File: config.mk
export PLATFORM = sky130hd
export DESIGN_NAME = traffic_phase_scheduler
export DESIGN_NICKNAME = d
export VERILOG_FILES = /design/src/rtl/traffic_pkg.sv /design/src/rtl/phase_timer.sv /design/src/rtl/traffic_phase_scheduler.sv
export SDC_FILE = /design/constraint.sdc
export NUM_CORES = 1
export LEC_CHECK = 0
export ABC_CLOCK_PERIOD_IN_PS = 4900
export CORE_MARGIN = 2
export CORE_UTILIZATION = 45
export DETAILED_ROUTE_END_ITERATION = 10
export PLACE_DENSITY = 0.74
export SYNTH_ARGS = -nofsm -noshare
export SYNTH_HDL_FRONTEND = slang
export SYNTH_HIERARCHICAL = 1
export SYNTH_SLANG_ARGS = --single-unit
File: constraint.sdc
create_clock -name clk -period 4.9 [get_ports clk]
set_input_delay 1.47 -clock clk [delete_from_list [all_inputs] [get_ports clk]]
set_output_delay 1.47 -clock clk [all_outputs]
set_load 0.01 [all_outputs]
File: src/rtl/traffic_pkg.sv
// traffic_pkg: shared state/direction encodings and default timing for the traffic phase scheduler
package traffic_pkg;
    typedef enum logic [2:0] {
        RED  = 3'd0,
        NSG  = 3'd1,
        NSY  = 3'd2,
        EWG  = 3'd3,
        EWY  = 3'd4,
        WALK = 3'd5
    } state_e;
    typedef enum logic {
        DIR_NS = 1'b0,
        DIR_EW = 1'b1
    } dir_e;
    localparam int DEF_MIN_GREEN    = 4;
    localparam int DEF_MAX_GREEN    = 10;
    localparam int DEF_YELLOW_TIME  = 3;
    localparam int DEF_ALL_RED_TIME = 2;
    localparam int DEF_WALK_TIME    = 5;
endpackage

File: src/rtl/phase_timer.sv
// phase_timer: cycles-in-state counter with synchronous clear and saturation
module phase_timer #(
    parameter int W   = 4,
    parameter int SAT = 9
) (
    input  logic         clk,
    input  logic         rst,
    input  logic         clr_i,
    output logic [W-1:0] cnt_o
);
    logic [W-1:0] cnt_q, cnt_d;
    always_comb cnt_d = clr_i ? '0 : (cnt_q >= W'(SAT)) ? cnt_q : cnt_q + 1'b1;
    always_ff @(posedge clk or posedge rst) begin
        if (rst) cnt_q <= '0;
        else     cnt_q <= cnt_d;
    end
    assign cnt_o = cnt_q;
endmodule

File: src/rtl/traffic_phase_scheduler.sv
// traffic_phase_scheduler: two-approach intersection controller with pedestrian walk phase
module traffic_phase_scheduler
    import traffic_pkg::*;
#(
    parameter int MIN_GREEN    = DEF_MIN_GREEN,
    parameter int MAX_GREEN    = DEF_MAX_GREEN,
    parameter int YELLOW_TIME  = DEF_YELLOW_TIME,
    parameter int ALL_RED_TIME = DEF_ALL_RED_TIME,
    parameter int WALK_TIME    = DEF_WALK_TIME
) (
    input  logic       clk,
    input  logic       rst,
    input  logic       ns_req,
    input  logic       ew_req,
    input  logic       ped_req,
    output logic       NS_red,
    output logic       NS_yellow,
    output logic       NS_green,
    output logic       EW_red,
    output logic       EW_yellow,
    output logic       EW_green,
    output logic       walk,
    output logic [2:0] phase
);
    localparam int TW = MAX_GREEN > 1 ? $clog2(MAX_GREEN) : 1;
    state_e        state_q, state_d;
    dir_e          dir_q, dir_d;
    logic          pend_q, pend_d;
    logic [TW-1:0] timer;
    logic          min_ok, max_ok;
    phase_timer #(.W(TW), .SAT(MAX_GREEN - 1)) u_timer (
        .clk   (clk),
        .rst   (rst),
        .clr_i (state_d != state_q),
        .cnt_o (timer)
    );
    assign min_ok = timer >= TW'(MIN_GREEN - 1);
    assign max_ok = timer >= TW'(MAX_GREEN - 1);
    always_comb begin
        state_d = state_q;
        case (state_q)
            RED:  state_d = (timer == TW'(ALL_RED_TIME - 1)) ? (pend_q ? WALK : (dir_q == DIR_EW ? NSG : EWG)) : RED;
            NSG:  state_d = ((ew_req | pend_q) && min_ok && (!ns_req || max_ok)) ? NSY : NSG;
            NSY:  state_d = (timer == TW'(YELLOW_TIME - 1)) ? RED : NSY;
            EWG:  state_d = ((ns_req | pend_q) && min_ok && (!ew_req || max_ok)) ? EWY : EWG;
            EWY:  state_d = (timer == TW'(YELLOW_TIME - 1)) ? RED : EWY;
            WALK: state_d = (timer == TW'(WALK_TIME - 1)) ? RED : WALK;
            default: state_d = RED;
        endcase
        // entering WALK consumes the request; presses during WALK are dropped
        pend_d = (state_d == WALK && state_q != WALK) ? 1'b0 : (ped_req && state_q != WALK) ? 1'b1 : pend_q;
        dir_d  = (state_d == NSG && state_q != NSG) ? DIR_NS : (state_d == EWG && state_q != EWG) ? DIR_EW : dir_q;
    end
    always_ff @(posedge clk or posedge rst) begin
        if (rst) begin
            state_q <= RED;
            dir_q   <= DIR_EW;
            pend_q  <= 1'b0;
        end else begin
            state_q <= state_d;
            dir_q   <= dir_d;
            pend_q  <= pend_d;
        end
    end
    assign NS_green  = state_q == NSG;
    assign NS_yellow = state_q == NSY;
    assign NS_red    = !(NS_green | NS_yellow);
    assign EW_green  = state_q == EWG;
    assign EW_yellow = state_q == EWY;
    assign EW_red    = !(EW_green | EW_yellow);
    assign walk      = state_q == WALK;
    assign phase     = state_q;
endmodule

==> metrics.yaml, run 1 <==
synth:
  synth_edf_count: 0
  syn_area_um2: 676.9
  async_flop_share: 1.000
  synth_top_family_by_area: "simple AND/OR/NAND/NOR gates"
  ys_types: 41
  synth.avg_cell_area_um2: 8.678
  synth_top_area_share: 0.2957
  netlist_instances: 78
  synth_xor_area_frac: 0.01294
  synth_top_cells_by_count: "9 x inv_1, 9 x nor2_1, 8 x dfrtp_1, 5 x nand2_1"
  synth-seq-area-share: 0.3346
  yosysTopAreaCell: "dfrtp_1"
  synth-seq-cells: 9
  synth_top_flop_cell: "dfrtp_1"
  yosys.area_share.simple: 0.2514
  synth_compound_area_frac: 0.2329
  syn_nets: 86
  yosys_warnings: 6
  yosys-mux-area-fraction: 0.03697
  synth_area_leaders: "dfrtp_1 30%, ha_1 5.5%, inv_1 5.0%, nor2_1 5.0%, dfstp_2 3.9%"
  synthAdderAreaFrac: 0.05545
layout:
  nets: 102
  antennaDiodeCount: 0
  nFillCells: 116
  drive_above_1_share: 0.1183
  area.sequential_um2: 226.5
  syn_to_final_growth_pct: 25.32
  multi_input_area_um2: 399.1
setup_path:
  crit_type: "register to output port"
  path_cells: "nor3b_1 > clkdlybuf4s50_1"
  critical_path_arrival_ns: 1.70
  r2r_cells: 7
  cp-start-kind: "register"
  cp.required_ns: 3.43
  cpMaxStageDelayCell: "clkdlybuf4s50_1"
  critical_path.max_stage_delay_ns: 0.61
  cp-end-kind: "output port"
  cp_max_fo: 9
sta:
  timing_hold_violations_final: 0
  setup-violations-final: 0
  fin_skew_ns: 0.006097
  min_period_ns: 3.174
  slew_violations: 0
  period_share: 0.6477
  relSlewSlack: 0.7065
  max_freq_mhz: 315.1
  setup_tns_ns: 0
  rsz0062_at_grt: "false"
  tightest_slew_ns: 0.4402
detailed_routing:
  drc: 0
  drt-vias-per-instance: 6.009
  firstDrtPassIters: 4
  drtIter0Drc: 19
  wire_per_inst_um: 13.55
  ant_nets: 0
  vias: 649
  wl_mm: 1.463
cts:
  clk_pin_slew_ns: 0.06
  h-tree-depth: 1
  clock-sinks: 9
  cts_buffers: 3
  cts_root_buffer: "clkbuf_4"
  clk_latency_ns: 0.25
  clock_path_buffers: 2
  cts_tree: "built"
  cts_resized: 0
  holdBufCountCts: 0
  cts_setup_buffers: 0
global_route:
  gr-usage-all-layers: 0.1938
  grt_pass1_wl_mm: 2.663
  antenna_found_initial: 0
  use_met2: 0.2485
  grt_overflow: 0
  grt_start_max_net_pins: 14
  grt_util_met3: 0.02553
  grt_pass1_vias: 570
  grt-busiest-layer: "met1"
  use_met1: 0.3000
power_and_ir_drop:
  powerDensity_mw_per_mm2: 624.3
  ir_drop_mv: 0.4027
  finalPower_mw: 0.5296
  p_leak_nw: 0.3740
run:
  drv_cap: 0
die:
  ioPinCount: 15
  core_area_mm2: 0.001350
  die_area_mm2: 0.001831
  start_util: 0.5014
  rows: 13
  die_height_um: 42.79
  die_w_um: 42.79
place:
  portBuffers: 14
  hpwlAfterDp_mm: 1.066
  place.gp.congestion: 0.8080
worst_hold_path:
  min_path_cells: 1
  hp-class: "register to register"
outcome:
  status: "finished clean"
==> power breakdown <==
group          switching, mW  leakage [nW]  total [mW]  internal (mW)
combinational          0.131         0.249       0.282          0.151
clock                 0.0239        0.0150      0.0552         0.0313
sequential            0.0822         0.110       0.193          0.110
total                  0.237         0.374       0.530          0.292
==> sequential cells by signal (all words and copies together), names as in the netlist <==
name,flops
phase,3
dir_q,1
u_timer/cnt_o,4
pend_q,1
==> critical path, delay by kind of cell (launching register included) <==
| family | cells | cell delay, ns |
|---|---|---|
| buf+inv | 1 | 0.61 |
| simple gates | 1 | 0.38 |
| flops | 1 | 0.47 |
==> layout by cell type, fill, tap and decap left out, drive strengths merged, types with 3 or more instances in the layout <==
cell type,instances
a211oi,3
clkbuf,4
clkdlybuf4s50,14
dfrtp,8
ha,3
inv,10
nand2,5
nand2b,4
nand3,3
nor2,9
==> through the flow <==
stage | instances | utilization | instance area, µm² | hold WS (ns) | worst slack (ns)
after floorplan | 78 | - | 676.9 | 0.5057 | 2.283
after global placement | 104 | 0.6089 | 822.0 | 0.5162 | 1.725
after detailed placement | 104 | 0.6089 | 822.0 | 0.5171 | 1.701
after CTS | 108 | 0.6284 | 848.3 | 0.5287 | 1.724
after global routing | 108 | 0.6284 | 848.3 | 0.5433 | 1.612
final | 108 | 0.6284 | 848.3 | 0.5249 | 1.726
==> final timing paths <==
kind,startpoint,endpoint,slack (ns)
min in group asynchronous,rst,u_timer/cnt_o[1]$_DFFE_PP0P_,1.43
min reg2reg,dir_q$_DFFE_PP1P_,dir_q$_DFFE_PP1P_,0.52
min,dir_q$_DFFE_PP1P_,dir_q$_DFFE_PP1P_,0.52
max in group asynchronous,rst,dir_q$_DFFE_PP1P_,3.23
max reg2reg,u_timer/cnt_o[1]$_DFFE_PP0P_,u_timer/cnt_o[0]$_DFFE_PP0P_,2.90
max,phase[2]$_DFF_PP0_,NS_yellow,1.73
==> layout make-up <==
cell class	instances	area share
Sequential cell	9	0.2670
Multi-Input combinational cell	56	0.4705
Clock buffer	4	0.03097
Tap cell	15	0.02212
Timing Repair Buffer	14	0.1652
Inverter	10	0.04425
==> metal layers <==
metal / vias up / wire length [µm]
met3: 2 / 54
li1: 319 / -
met2: 15 / 673
met4: 0 / 7
met1: 313 / 728
met5: - / 0
==> logic make-up after synthesis <==
group,after synthesis
adder cells (fa/ha/maj),3
AND/OR/NAND/NOR,31
flip-flops,9
buffers and inverters,13
multiplexers,2
XOR/XNOR,1
AO/OA/AOI/OAI,19
(Power assumes the default switching activity.)
==> run 2, diff against run 1 <==
--- a/config.mk
+++ b/config.mk
@@ -5,7 +5,7 @@
 export SDC_FILE = /design/constraint.sdc
 export NUM_CORES = 1
 export LEC_CHECK = 0
-export ABC_CLOCK_PERIOD_IN_PS = 4900
+export ABC_CLOCK_PERIOD_IN_PS = 3000
 export CORE_MARGIN = 2
 export CORE_UTILIZATION = 45
 export DETAILED_ROUTE_END_ITERATION = 10
==> constraint.sdc (replaced) <==
create_clock -name clk -period 3 [get_ports clk]
set_input_delay 0.9 -clock clk [delete_from_list [all_inputs] [get_ports clk]]
set_output_delay 0.9 -clock clk [all_outputs]
set_load 0.01 [all_outputs]
==> results of run 2 <==
Same layout as run 1 (identical final DEF). Status: finished clean.
Among the figures that moved: setup slack after placement 1.701 ns -> 0.3709 ns; setup slack after layout 1.726 ns -> 0.3963 ns; register-to-register setup slack 2.90 ns -> 1.00 ns; total power 0.5296 mW -> 0.8650 mW; worst IR drop on VDD 0.4027 mV -> 0.6578 mV
==> run 3, diff against run 2 <==
--- a/config.mk
+++ b/config.mk
@@ -6,10 +6,12 @@
 export NUM_CORES = 1
 export LEC_CHECK = 0
 export ABC_CLOCK_PERIOD_IN_PS = 3000
+export CAP_MARGIN = 20
 export CORE_MARGIN = 2
 export CORE_UTILIZATION = 45
 export DETAILED_ROUTE_END_ITERATION = 10
 export PLACE_DENSITY = 0.74
+export SKIP_CTS_REPAIR_TIMING = 1
 export SYNTH_ARGS = -nofsm -noshare
 export SYNTH_HDL_FRONTEND = slang
 export SYNTH_HIERARCHICAL = 1
==> results of run 3 <==
Same layout as run 1 (identical final DEF). Status: finished clean.
Among the figures that moved: setup slack after placement 1.701 ns -> 0.3709 ns; setup slack after layout 1.726 ns -> 0.3963 ns; register-to-register setup slack 2.90 ns -> 1.00 ns; total power 0.5296 mW -> 0.8650 mW; worst IR drop on VDD 0.4027 mV -> 0.6578 mV
